## config.mk

```make
export PLATFORM = sky130hd
export DESIGN_NAME = cordic_vec_ctrl
export DESIGN_NICKNAME = d
export VERILOG_FILES = /design/src/rtl/cordic_vec_ctrl.sv
export SDC_FILE = /design/constraint.sdc
export NUM_CORES = 1
export LEC_CHECK = 0
export ABC_AREA = 1
export CORE_MARGIN = 1.5
export CORE_UTILIZATION = 40
export DETAILED_ROUTE_END_ITERATION = 8
export PLACE_DENSITY = 0.7
export SKIP_CTS_REPAIR_TIMING = 1
export SYNTH_ARGS = -nofsm -noshare
export SYNTH_HDL_FRONTEND = slang
export SYNTH_SLANG_ARGS = --single-unit
```

## constraint.sdc

```tcl
create_clock -name clk -period 1.6 [get_ports clk]
set_clock_uncertainty 0.15 [all_clocks]
set_input_delay 0.32 -clock clk [delete_from_list [all_inputs] [get_ports clk]]
set_output_delay 0.32 -clock clk [all_outputs]
set_load 0.02 [all_outputs]
```

## src/rtl/cordic_vec_ctrl.sv

```systemverilog
`default_nettype none
`timescale 1ns/1ps
// ============================================================================
// Module      : cordic_vec_ctrl
// Description : Iteration sequencer for a CORDIC vectoring-mode datapath
//               (load, micro-rotations, result handshake). Optional macro
//               CORDIC_QUAD_CORR_EN adds a quadrant pre-rotation step.
// Revision    : 1.0 - initial release
// ============================================================================

`ifndef WORD_WIDTH
`define WORD_WIDTH 32
`endif

module cordic_vec_ctrl #(
    parameter int WORD_WIDTH = `WORD_WIDTH,
    parameter int ITERATIONS = 16,
    parameter int ITER_WIDTH = 5
) (
    input  logic                  clk,
    input  logic                  rst,
    input  logic                  start_valid_i,
    output logic                  start_ready_o,
    input  logic                  abort_i,
    input  logic                  y_sign_i,
`ifdef CORDIC_QUAD_CORR_EN
    input  logic                  start_x_neg_i,
    output logic                  pre_rot_o,
`endif
    output logic                  load_o,
    output logic                  iter_en_o,
    output logic [ITER_WIDTH-1:0] iter_idx_o,
    output logic                  dir_o,
    output logic                  busy_o,
    output logic                  result_valid_o,
    input  logic                  result_ready_i
);

    localparam logic [2:0] c_IDLE   = 3'd0;
    localparam logic [2:0] c_LOAD   = 3'd1;
    localparam logic [2:0] c_ITER   = 3'd2;
    localparam logic [2:0] c_DONE   = 3'd3;
`ifdef CORDIC_QUAD_CORR_EN
    localparam logic [2:0] c_PREROT = 3'd4;
`endif

    localparam logic [ITER_WIDTH-1:0] c_LAST = ITER_WIDTH'(ITERATIONS - 1);

    logic [2:0]            state_q, state_d;
    logic [ITER_WIDTH-1:0] iter_idx_q, iter_idx_d;
    logic                  load_q, load_d;
    logic                  iter_en_q, iter_en_d;
    logic                  busy_q, busy_d;
    logic                  result_valid_q, result_valid_d;
`ifdef CORDIC_QUAD_CORR_EN
    logic                  x_neg_q, x_neg_d;
    logic                  pre_rot_q, pre_rot_d;
`endif

    always_comb begin
        state_d    = state_q;
        iter_idx_d = '0;
`ifdef CORDIC_QUAD_CORR_EN
        x_neg_d    = x_neg_q;
`endif
        case (state_q)
            c_IDLE: begin
                if (start_valid_i) begin
                    state_d = c_LOAD;
`ifdef CORDIC_QUAD_CORR_EN
                    x_neg_d = start_x_neg_i;
`endif
                end
            end
            c_LOAD: begin
                if (abort_i) begin
                    state_d = c_IDLE;
                end else begin
`ifdef CORDIC_QUAD_CORR_EN
                    state_d = x_neg_q ? c_PREROT : c_ITER;
`else
                    state_d = c_ITER;
`endif
                end
            end
`ifdef CORDIC_QUAD_CORR_EN
            c_PREROT: begin
                state_d = abort_i ? c_IDLE : c_ITER;
            end
`endif
            c_ITER: begin
                if (abort_i) begin
                    state_d = c_IDLE;
                end else if (iter_idx_q == c_LAST) begin
                    state_d = c_DONE;
                end else begin
                    iter_idx_d = iter_idx_q + 1'b1;
                end
            end
            c_DONE: begin
                if (result_ready_i) begin
                    state_d = c_IDLE;
                end
            end
            default: state_d = c_IDLE;
        endcase
    end

    // Outputs are decoded from the next state so they register in step with it.
    always_comb begin
        load_d         = (state_d == c_LOAD);
        iter_en_d      = (state_d == c_ITER);
        result_valid_d = (state_d == c_DONE);
`ifdef CORDIC_QUAD_CORR_EN
        pre_rot_d      = (state_d == c_PREROT);
        busy_d         = load_d | iter_en_d | pre_rot_d;
`else
        busy_d         = load_d | iter_en_d;
`endif
    end

    always_ff @(posedge clk or posedge rst) begin
        if (rst) begin
            state_q        <= c_IDLE;
            iter_idx_q     <= '0;
            load_q         <= 1'b0;
            iter_en_q      <= 1'b0;
            busy_q         <= 1'b0;
            result_valid_q <= 1'b0;
`ifdef CORDIC_QUAD_CORR_EN
            x_neg_q        <= 1'b0;
            pre_rot_q      <= 1'b0;
`endif
        end else begin
            state_q        <= state_d;
            iter_idx_q     <= iter_idx_d;
            load_q         <= load_d;
            iter_en_q      <= iter_en_d;
            busy_q         <= busy_d;
            result_valid_q <= result_valid_d;
`ifdef CORDIC_QUAD_CORR_EN
            x_neg_q        <= x_neg_d;
            pre_rot_q      <= pre_rot_d;
`endif
        end
    end

    assign start_ready_o  = (state_q == c_IDLE);
    assign load_o         = load_q;
    assign iter_en_o      = iter_en_q;
    assign iter_idx_o     = iter_idx_q;
    assign busy_o         = busy_q;
    assign result_valid_o = result_valid_q;
    // y_sign reflects the y produced at the previous edge, so dir is combinational.
    assign dir_o          = iter_en_q & ~y_sign_i;
`ifdef CORDIC_QUAD_CORR_EN
    assign pre_rot_o      = pre_rot_q;
`endif

    // A shift amount at or beyond the word width would zero the operand.
    a_shift_in_range : assert property (@(posedge clk) disable iff (rst)
        iter_en_q |-> (int'(iter_idx_q) < WORD_WIDTH));

endmodule

`default_nettype wire

```

==> results of run 1 <==
-- through the flow --
step / cells / cell area [µm²] / total power, mW
2_1_floorplan: 57 / 541 / 0.355
3_3_place_gp: 95 / 772 / 0.395
3_5_place_dp: 95 / 772 / 0.396
4_1_cts: 99 / 808 / 0.635
5_1_grt: 99 / 828 / 0.661
6_report: 99 / 828 / 0.623
-- cells in the final DEF, fill, tap and decap left out --
cell	n
buf_4	7
clkbuf_2	1
clkbuf_4	3
clkbuf_8	1
clkdlybuf4s50_1	5
conb_1	1
dfrtp_1	12
dlymetal6s2s_1	10
ha_1	1
inv_1	13
inv_2	1
nand2_1	6
nand2_2	3
nand3_1	3
nand3_2	1
nand4_1	1
nand4_4	1
nor2_1	8
nor2_2	3
nor2_4	1
xnor2_1	1
xor2_1	1
-- cells in the mapped netlist, types with 3 or more instances --
cell type	n
dfrtp_1	12
inv_1	13
nand2_1	6
nand2_2	3
nand3_1	3
nor2_1	8
nor2_2	3
-- power groups by stage --
stage	combinational, mW	clock [mW]	sequential [mW]
final	0.0702	0.238	0.315
after global routing	0.0786	0.266	0.316
after CTS	0.0749	0.245	0.315
after detailed placement	0.0744	0	0.322
after global placement	0.0738	0	0.321
after floorplan	0.0261	0	0.329
-- cells by family after synthesis --
| kind of cell | Yosys count | synth area share [%] |
|---|---|---|
| simple gates | 27 | 28.5 |
| buf+inv | 14 | 9.72 |
| flops | 12 | 55.6 |
| xor+xnor | 2 | 3.24 |
| fa+ha+maj | 1 | 2.31 |
| other cells | 1 | 0.694 |
-- flip-flops by register name (all words and copies together), names as in the netlist --
signal and cells:
busy_o 1, state_q 3, iter_en_o 1, iter_idx_o 5
result_valid_o 1, load_o 1
-- cell type report --
cell class | count | area (µm²) | area share [%]
sequential | 12 | 300 | 36.3
tap | 15 | 18.8 | 2.27
timing repair buffer | 23 | 233 | 28.1
multi-input combinational | 31 | 188 | 22.7
inverter | 14 | 52.6 | 6.34
clock buffer | 4 | 36.3 | 4.38
-- metal layers --
| metal | wire length (µm) | GRT usage, % | vias up |
|---|---|---|---|
| met3 | 86 | 3.41 | 4 |
| met5 | 0 | 0 | - |
| li1 | - | - | 222 |
| met4 | 17 | 7.76 | 0 |
| met1 | 376 | 17.1 | 187 |
| met2 | 417 | 25.0 | 17 |
-- worst min path at each step --
stage | start | to | slack [ns] | cells after the start
after global placement | iter_idx_o[4]$_DFF_PP0_ | iter_idx_o[4]$_DFF_PP0_ | 0.37 | 2
after CTS | rst | iter_idx_o[2]$_DFF_PP0_ | 0.21 | 2
final | rst | iter_idx_o[2]$_DFF_PP0_ | 0.20 | 2
after detailed placement | iter_idx_o[4]$_DFF_PP0_ | iter_idx_o[4]$_DFF_PP0_ | 0.38 | 2
after floorplan | rst | busy_o$_DFF_PP0_ | 0.03 | 1
after global routing | rst | iter_idx_o[4]$_DFF_PP0_ | 0.24 | 2
-- worst reg2reg max path, stage by stage, from the launching register on --
cell and delay (ns):
dfrtp_1 0.38, buf_4 0.14, ha_1 0.25, nand4_4 0.13, nor2_4 0.04, nor2_2 0.12
nand2_2 0.06, nand2_1 0.05
==> results.md, run 1 <==
- Clock network power share: 38.2%
- Post-synth EDFFs: 0
- Most used DFF post-synth: dfrtp_1
- FILL cells: 111
- Tmin final: 1.51 ns
- Worst path required time: 1.13 ns
- Die Wd: 39.8 µm
- DP Wirelength: 707 µm
- CP top delay family: flip-flops
- Comb power frac: 11.3%
- Seq cells post-synth: 12
- DR iter-0 viols: 6
- Place WS: -0.289 ns
- Seq/Total Area, Yosys: 55.6%
- Core area: 1280 µm²
- Longest Clk Path Bufs: 2
- Sw power: 0.139 mW
- Number of max-cap violations: 0
- Largest net degree at the start of global routing: 13
- CTS sink cnt: 12
- Initial Util: 42.1%
- Net Count, Synth: 64
- Critical path origin: state_q[2]$_DFF_PP0_
- Hold Slack: 0.199 ns
- Die footprint: 1580 µm²
- Crit end category: output port
- # setup viols final: 0
- GR Overflow Total: 0
- Boundary Pins: 17
- Area Overhead vs Synth: 53.2%
- I/O Buffers: 16
- Clk slew on worst S/H paths: 0.07 ns
- ANT cells: 0
- Synth warn: 0
- Reg2reg path depth: 7
- Asr flop ratio synth: 100%
- Final core utilization: 64.5%
- Clock root cell: clkbuf_4
- Post-route ant nets: 0
- Slowest cell on crit path: dfrtp_1
- DRC: 0
- Net Sw Frac: 22.3%
- FP Rows: 13
- RSZ-0062 raised after global routing: no
- GP Congestion: 0.785
- Hold Crit Class: in2async
- Biggest area consumer among synthesized cells: dfrtp_1
- Hold Fails Final Rpt: 0
- CTS tree: built
- H-tree levels: 1
- Global Route Usage Sum: 14.8%
- Via total after detailed routing: 430
- Post-synth top area share: 55.6%
- Die Y: 39.8 µm
- CP arrival: 1.04 ns
- Startpoint types: flop
- Setup WS post-layout: 0.0914 ns
- Stages on the worst setup path: 4
- Status: finished, final reports clean
- Pwr dens: 752 nW/µm²
- R2r endpoint: busy_o$_DFF_PP0_
- DR pass1 iterations: 4
- Slew Viols, Final: 0
- Max frequency: 0.663 GHz
- Top cells by area, synth: dfrtp_1 56%, inv_1 9.0%, nor2_1 5.6%, nand2_1 4.2%, nand4_4 3.9%
- First-pass GRT wire length: 1500 µm
- Avg Cell Area, Syn: 9.48 µm²
- Ratio of cells with drive above 1 in the final layout: 26.2%
- Peak VDD IR: 545 µV
- Setup TNS: 0 ns
- Initial antenna violation count: 0
- Synth Instances: 57
- Skew-Pair Late Insertion Delay: 0.27 ns
- Synth unique cells: 16
- Routed wire length: 898 µm
- CP Class: reg2out
- Part of the power in registers: 50.6%
- Critical-path cell list: nor2_2 > nand2_1 > inv_1 > clkbuf_2
- Int Pwr: 0.484 mW
- Critical-path maximum fanout: 2
- Mapped cell area: 541 µm²
- Crit path buf inv count: 2
- Flop2flop setup slack: 0.21 ns
- Routed vias/inst: 4.34
- Crit path to: start_ready_o
- Post-layout net count: 92
- Crit share post-route: 94.3%
- CTS Buf Count: 3
- Vias in the first global route: 392
- Static Leak: 0.599 nW
- Launch point of the worst reg-to-reg path: iter_idx_o[0]$_DFF_PP0_
- Slowest stage delay, CP: 0.39 ns
- Routed length per placed instance: 9.07 µm
No activity file was read; power rests on OpenSTA's default activity.
==> run 2, diff against run 1 <==
--- a/config.mk
+++ b/config.mk
@@ -6,8 +6,7 @@
 export NUM_CORES = 1
 export LEC_CHECK = 0
 export ABC_AREA = 1
-export CORE_MARGIN = 1.5
-export CORE_UTILIZATION = 40
+export CORE_UTILIZATION = 38
 export DETAILED_ROUTE_END_ITERATION = 8
 export PLACE_DENSITY = 0.7
 export SKIP_CTS_REPAIR_TIMING = 1
==> constraint.sdc (replaced) <==
create_clock -name clk -period 1.3 [get_ports clk]
set_clock_uncertainty 0.15 [all_clocks]
set_input_delay 0.26 -clock clk [delete_from_list [all_inputs] [get_ports clk]]
set_output_delay 0.26 -clock clk [all_outputs]
set_load 0.02 [all_outputs]
==> results.md, run 2 (same netlist as run 1, synthesis figures left out) <==
- Status: complete, but fails checks (was finished, final reports clean)
- Failing checks: negative setup slack
- H-tree levels: 1 (unchanged)
- Longest Clk Path Bufs: 2 (unchanged)
- Ratio of cells with drive above 1 in the final layout: 44.0% (was 26.2%)
- Place WS: -0.477 ns (was -0.289 ns)
- Net Sw Frac: 23.7% (was 22.3%)
- Max frequency: 0.705 GHz
- Pwr dens: 887 nW/µm² (was 752 nW/µm²)
- CTS sink cnt: 12 (unchanged)
- Initial antenna violation count: 0 (unchanged)
- Crit end category: output port (unchanged)
- Initial Util: 41.0% (was 42.1%)
- Die footprint: 1580 µm² (about the same)
- Clk slew on worst S/H paths: 0.08 ns (was 0.07 ns)
- Max reg flops: 5 (unchanged)
- DR iter-0 viols: 4 (was 6)
- Routed vias/inst: 4.35 (was 4.34)
- Hold Fails Final Rpt: 0 (unchanged)
- Worst path required time: 0.89 ns (was 1.13 ns)
- Peak VDD IR: 519 µV (was 545 µV)
- ANT cells: 0 (unchanged)
- Hold Crit Class: in2async (unchanged)
- First-pass GRT wire length: 1390 µm (was 1500 µm)
- Clock root cell: clkbuf_4 (unchanged)
- Post-layout net count: 99 (was 92)
- Slew Viols, Final: 0 (unchanged)
- RSZ-0062 raised after global routing: yes (was no)
- DP Wirelength: 746 µm (was 707 µm)
- I/O Buffers: 16 (unchanged)
- GR Overflow Total: 0 (unchanged)
- Via total after detailed routing: 461 (was 430)
- CP Class: reg2out (unchanged)
- Comb power frac: 12.7% (was 11.3%)
- Largest net degree at the start of global routing: 13 (unchanged)
- Part of the power in registers: 49.0% (was 50.6%)
- Die Wd: 39.7 µm (was 39.8 µm)
- Sw power: 0.187 mW (was 0.139 mW)
- Most frequent cells in the layout: 12 x inv_1, 12 x buf_4, 10 x dfrtp_1, 8 x nor2_1, 6 x nand2_1 (was 13 x inv_1, 12 x dfrtp_1, 10 x dlymetal6s2s_1, 8 x nor2_1, 7 x buf_4)
- DR pass1 iterations: 3 (was 4)
- Core area: 1320 µm² (was 1280 µm²)
- Total power: 0.792 mW (was 0.623 mW)
- Placed Area: 830 µm² (was 772 µm²)
- Startpoint types: flop (unchanged)
- CTS Buf Count: 3 (unchanged)
- Clock network power share: 38.3% (was 38.2%)
- GP Congestion: 0.729 (was 0.785)
- Int Pwr: 0.605 mW (was 0.484 mW)
- DRC: 0 (unchanged)
- Boundary Pins: 17 (unchanged)
- Crit share post-route: 109%
- CTS tree: built (unchanged)
- Routed length per placed instance: 9.87 µm (was 9.07 µm)
- Tmin final: 1.42 ns
- Routed wire length: 1050 µm (was 898 µm)
- Die Y: 39.7 µm (was 39.8 µm)
- Global Route Usage Sum: 14.4% (was 14.8%)
- FP Rows: 13 (unchanged)
- Number of max-cap violations: 0 (unchanged)
- CP arrival: 1.01 ns (was 1.04 ns)
- Fin area: 893 µm² (was 828 µm²)
- Setup WS post-layout: -0.118 ns (was 0.0914 ns)
- Skew-Pair Late Insertion Delay: 0.28 ns (was 0.27 ns)
- Static Leak: 0.565 nW (was 0.599 nW)
- Vias in the first global route: 343 (was 392)
- Post-route ant nets: 0 (unchanged)
- Critical-path maximum fanout: 2 (unchanged)
- Area Overhead vs Synth: 65.3% (was 53.2%)
- # setup viols final: 1 (was 0)
## run 2: cell types whose count changed in the layout (fill, tap and decap cells not counted), moves of 2 or more
| cell | previous run | this run |
|---|---|---|
| dfrtp_1 | 12 | 10 |
| nor2_4 | 1 | 3 |
| dfrtp_2 | 0 | 2 |
| clkbuf_2 | 1 | 5 |
| buf_6 | 0 | 4 |
| nor2_2 | 3 | 1 |
| dlymetal6s2s_1 | 10 | 5 |
| buf_4 | 7 | 12 |
## run 2: layer usage
metal | global-route usage, % | vias to the layer above | part of all wire (%)
li1 | - | 236 | -
met5 | 0 | - | 0
met4 | 10.3 | 0 | 0.96
met3 | 3.41 | 2 | 4.4
met1 | 16.1 | 214 | 43
met2 | 23.4 | 9 | 51
## run 2: worst max-delay path, cell delays in order (launching register included)
cell and delay [ns]:
dfrtp_1 0.39, nor2_2 0.12, nand2_1 0.05, inv_1 0.06
buf_6 0.11
## run 2: final timing paths
kind	cells after the start	to	startpoint	slack, ns
max	4	start_ready_o	state_q[2]$_DFF_PP0_	-0.12
min	3	result_valid_o$_DFF_PP0_	rst	0.11
max in group asynchronous	3	iter_idx_o[0]$_DFF_PP0_	rst	0.72
min in group clk	2	iter_idx_o[0]$_DFF_PP0_	iter_idx_o[0]$_DFF_PP0_	0.39
max reg2reg	7	busy_o$_DFF_PP0_	iter_idx_o[1]$_DFF_PP0_	0.04
min reg2reg	2	iter_idx_o[0]$_DFF_PP0_	iter_idx_o[0]$_DFF_PP0_	0.39
## run 2: power by group through the flow
| stage | sequential, mW | clock [mW] | combinational, mW |
|---|---|---|---|
| 3_3_place_gp | 0.396 | 0 | 0.0963 |
| 5_1_grt | 0.390 | 0.319 | 0.110 |
| 3_5_place_dp | 0.396 | 0 | 0.0976 |
| 2_1_floorplan | 0.405 | 0 | 0.0322 |
| 6_report | 0.388 | 0.303 | 0.101 |
| 4_1_cts | 0.388 | 0.303 | 0.0984 |
## run 2: cell type report
| cell class | instances | area [µm²] |
|---|---|---|
| clock buffer | 4 | 36.3 |
| timing repair buffer | 30 | 263 |
| fill | 100 | 424 |
| tap | 15 | 18.8 |
| sequential | 12 | 303 |
| inverter | 14 | 52.6 |
| multi-input combinational | 31 | 220 |
## run 2: through the flow
step	cells	TNS [ns]	hold slack (ns)	utilization [%]
floorplan	57	0	-0.0254	-
global placement	102	-1.86	0.372	63.0
detailed placement	102	-1.97	0.377	63.0
CTS	106	-4.22	0.125	65.7
global route	106	-0.233	0.138	67.8
finish	106	-0.118	0.110	67.8
==> RTL edit (settings of run 2) <==
Change the parameter `ITER_WIDTH` from 5 to 7.
--- a/src/rtl/cordic_vec_ctrl.sv
+++ b/src/rtl/cordic_vec_ctrl.sv
@@ -15,7 +15,7 @@
 module cordic_vec_ctrl #(
     parameter int WORD_WIDTH = `WORD_WIDTH,
     parameter int ITERATIONS = 16,
-    parameter int ITER_WIDTH = 5
+    parameter int ITER_WIDTH = 7
 ) (
     input  logic                  clk,
     input  logic                  rst,
Interface: changed (resized iter_idx_o); port bits go from 17 to 19. The function was not compared with the original's and may differ.
==> RTL edit against run 2 <==
Power up 10%; fmax fell by 1.7%; combinational power is 8% higher; sequential power increased by 16%; the run ends with design-rule violations, negative setup slack left; design area up 29%; highest routed layer unchanged; sequential cell count grew 2; setup slack worse by 0.025 ns; area after synthesis up 23%; routed wire length rose by 45%; critical path depth unchanged.
==> RTL edit: results <==
drt:
  vias_per_cell: 4.591
  first_iter_violations: 9
  first_pass_iters: 6
  drc: 2
timing:
  fin_setup_tns_ns: -0.3151
  finalSetupViolations: 8
  fin_ws_ns: -0.1429
worst_setup_path:
  worstPathArrival_ns: 1.03
  reg2reg_depth: 6
  cp-startpoint: "state_q[0]$_DFF_PP0_"
  r2r-start: "iter_idx_o[0]$_DFF_PP0_"
  r2r_setup_slack_ns: -0.06
  r2r-end: "iter_idx_o[6]$_DFF_PP0_"
power_and_ir_drop:
  p_leak_nw: 0.6128
  ir_drop_mv: 0.5383
grt:
  grt_usage_pct: 16.78
  grt_pass1_wl_um: 2256
  grt_pass1_vias: 569
  grt_max_degree: 15
yosys:
  synth_commonest_cells: "inv_1, nand2_1, dfrtp_1, nor2_1, nand3_1"
  syn_area_per_cell_um2: 8.725
  syn-num-nets: 83
  ys_top_cells_by_area: "dfrtp_1, inv_1, nand2_1"
  yosysSeqAreaShare_pct: 52.83
outcome:
  violations: "design-rule violations, negative setup slack"
  status: "complete, but fails checks"
placement:
  placed_area_um2: 1033
  post-place-cells: 129
  dp.final_hpwl_um: 1004
  dp_slack_ns: -0.4795
finish:
  largest_reg_flops: 7
  stdcell_count: 137
  fill_cells: 115
  num_antenna_cells: 0
  fin_nets: 129
  drive_above_1_share_pct: 54.55
  multiInputGateArea_um2: 349.1
clocking:
  cts_made_buffers: 3
-- RTL edit: layout make-up --
cell class,instances,area share [%]
repair buffers,41,28.93
multi-input cells,46,30.23
well taps,16,1.733
inverters,16,5.417
flip-flops and latches,14,30.55
clock buffers,4,3.142
-- RTL edit: worst min-delay path by stage --
| stage | start | to | slack [ns] | cells past startpoint |
|---|---|---|---|---|
| 6_report | rst | load_o$_DFF_PP0_ | 0.11 | 3 |
| 5_1_grt | rst | iter_idx_o[5]$_DFF_PP0_ | 0.17 | 3 |
| 4_1_cts | rst | load_o$_DFF_PP0_ | 0.11 | 3 |
| 3_5_place_dp | iter_idx_o[0]$_DFF_PP0_ | iter_idx_o[0]$_DFF_PP0_ | 0.40 | 2 |
| 3_3_place_gp | iter_idx_o[0]$_DFF_PP0_ | iter_idx_o[0]$_DFF_PP0_ | 0.39 | 2 |
| 2_1_floorplan | rst | busy_o$_DFF_PP0_ | -0.0009 | 1 |
-- RTL edit: logic make-up after synthesis --
group	count (synthesis)	share of synthesized area (%)
compound gates	2	2.075
xor+xnor	1	1.321
simple gates	41	32.26
buf+inv	16	9.055
flops	14	52.83
fa+ha+maj	1	1.886
other cells	1	0.5655
-- RTL edit: power by group --
part	leakage [nW]	internal [mW]	switching (mW)	total (mW)
clock network	0.0210	0.170	0.142	0.313
registers	0.187	0.446	0.00478	0.451
logic	0.405	0.0530	0.0556	0.109
-- RTL edit: metal layers --
layer	vias up	global-route usage, %	wire length, um
met1	292	20.05	629
li1	318	-	-
met3	2	3.750	77
met2	17	26.87	801
met5	-	0	0
met4	0	11.25	9
-- RTL edit: worst max-delay path: stages (launching register included) --
cell and delay [ns]:
dfrtp_1 0.40, inv_2 0.06, nand2_1 0.06, nor2_1 0.09, buf_4 0.15
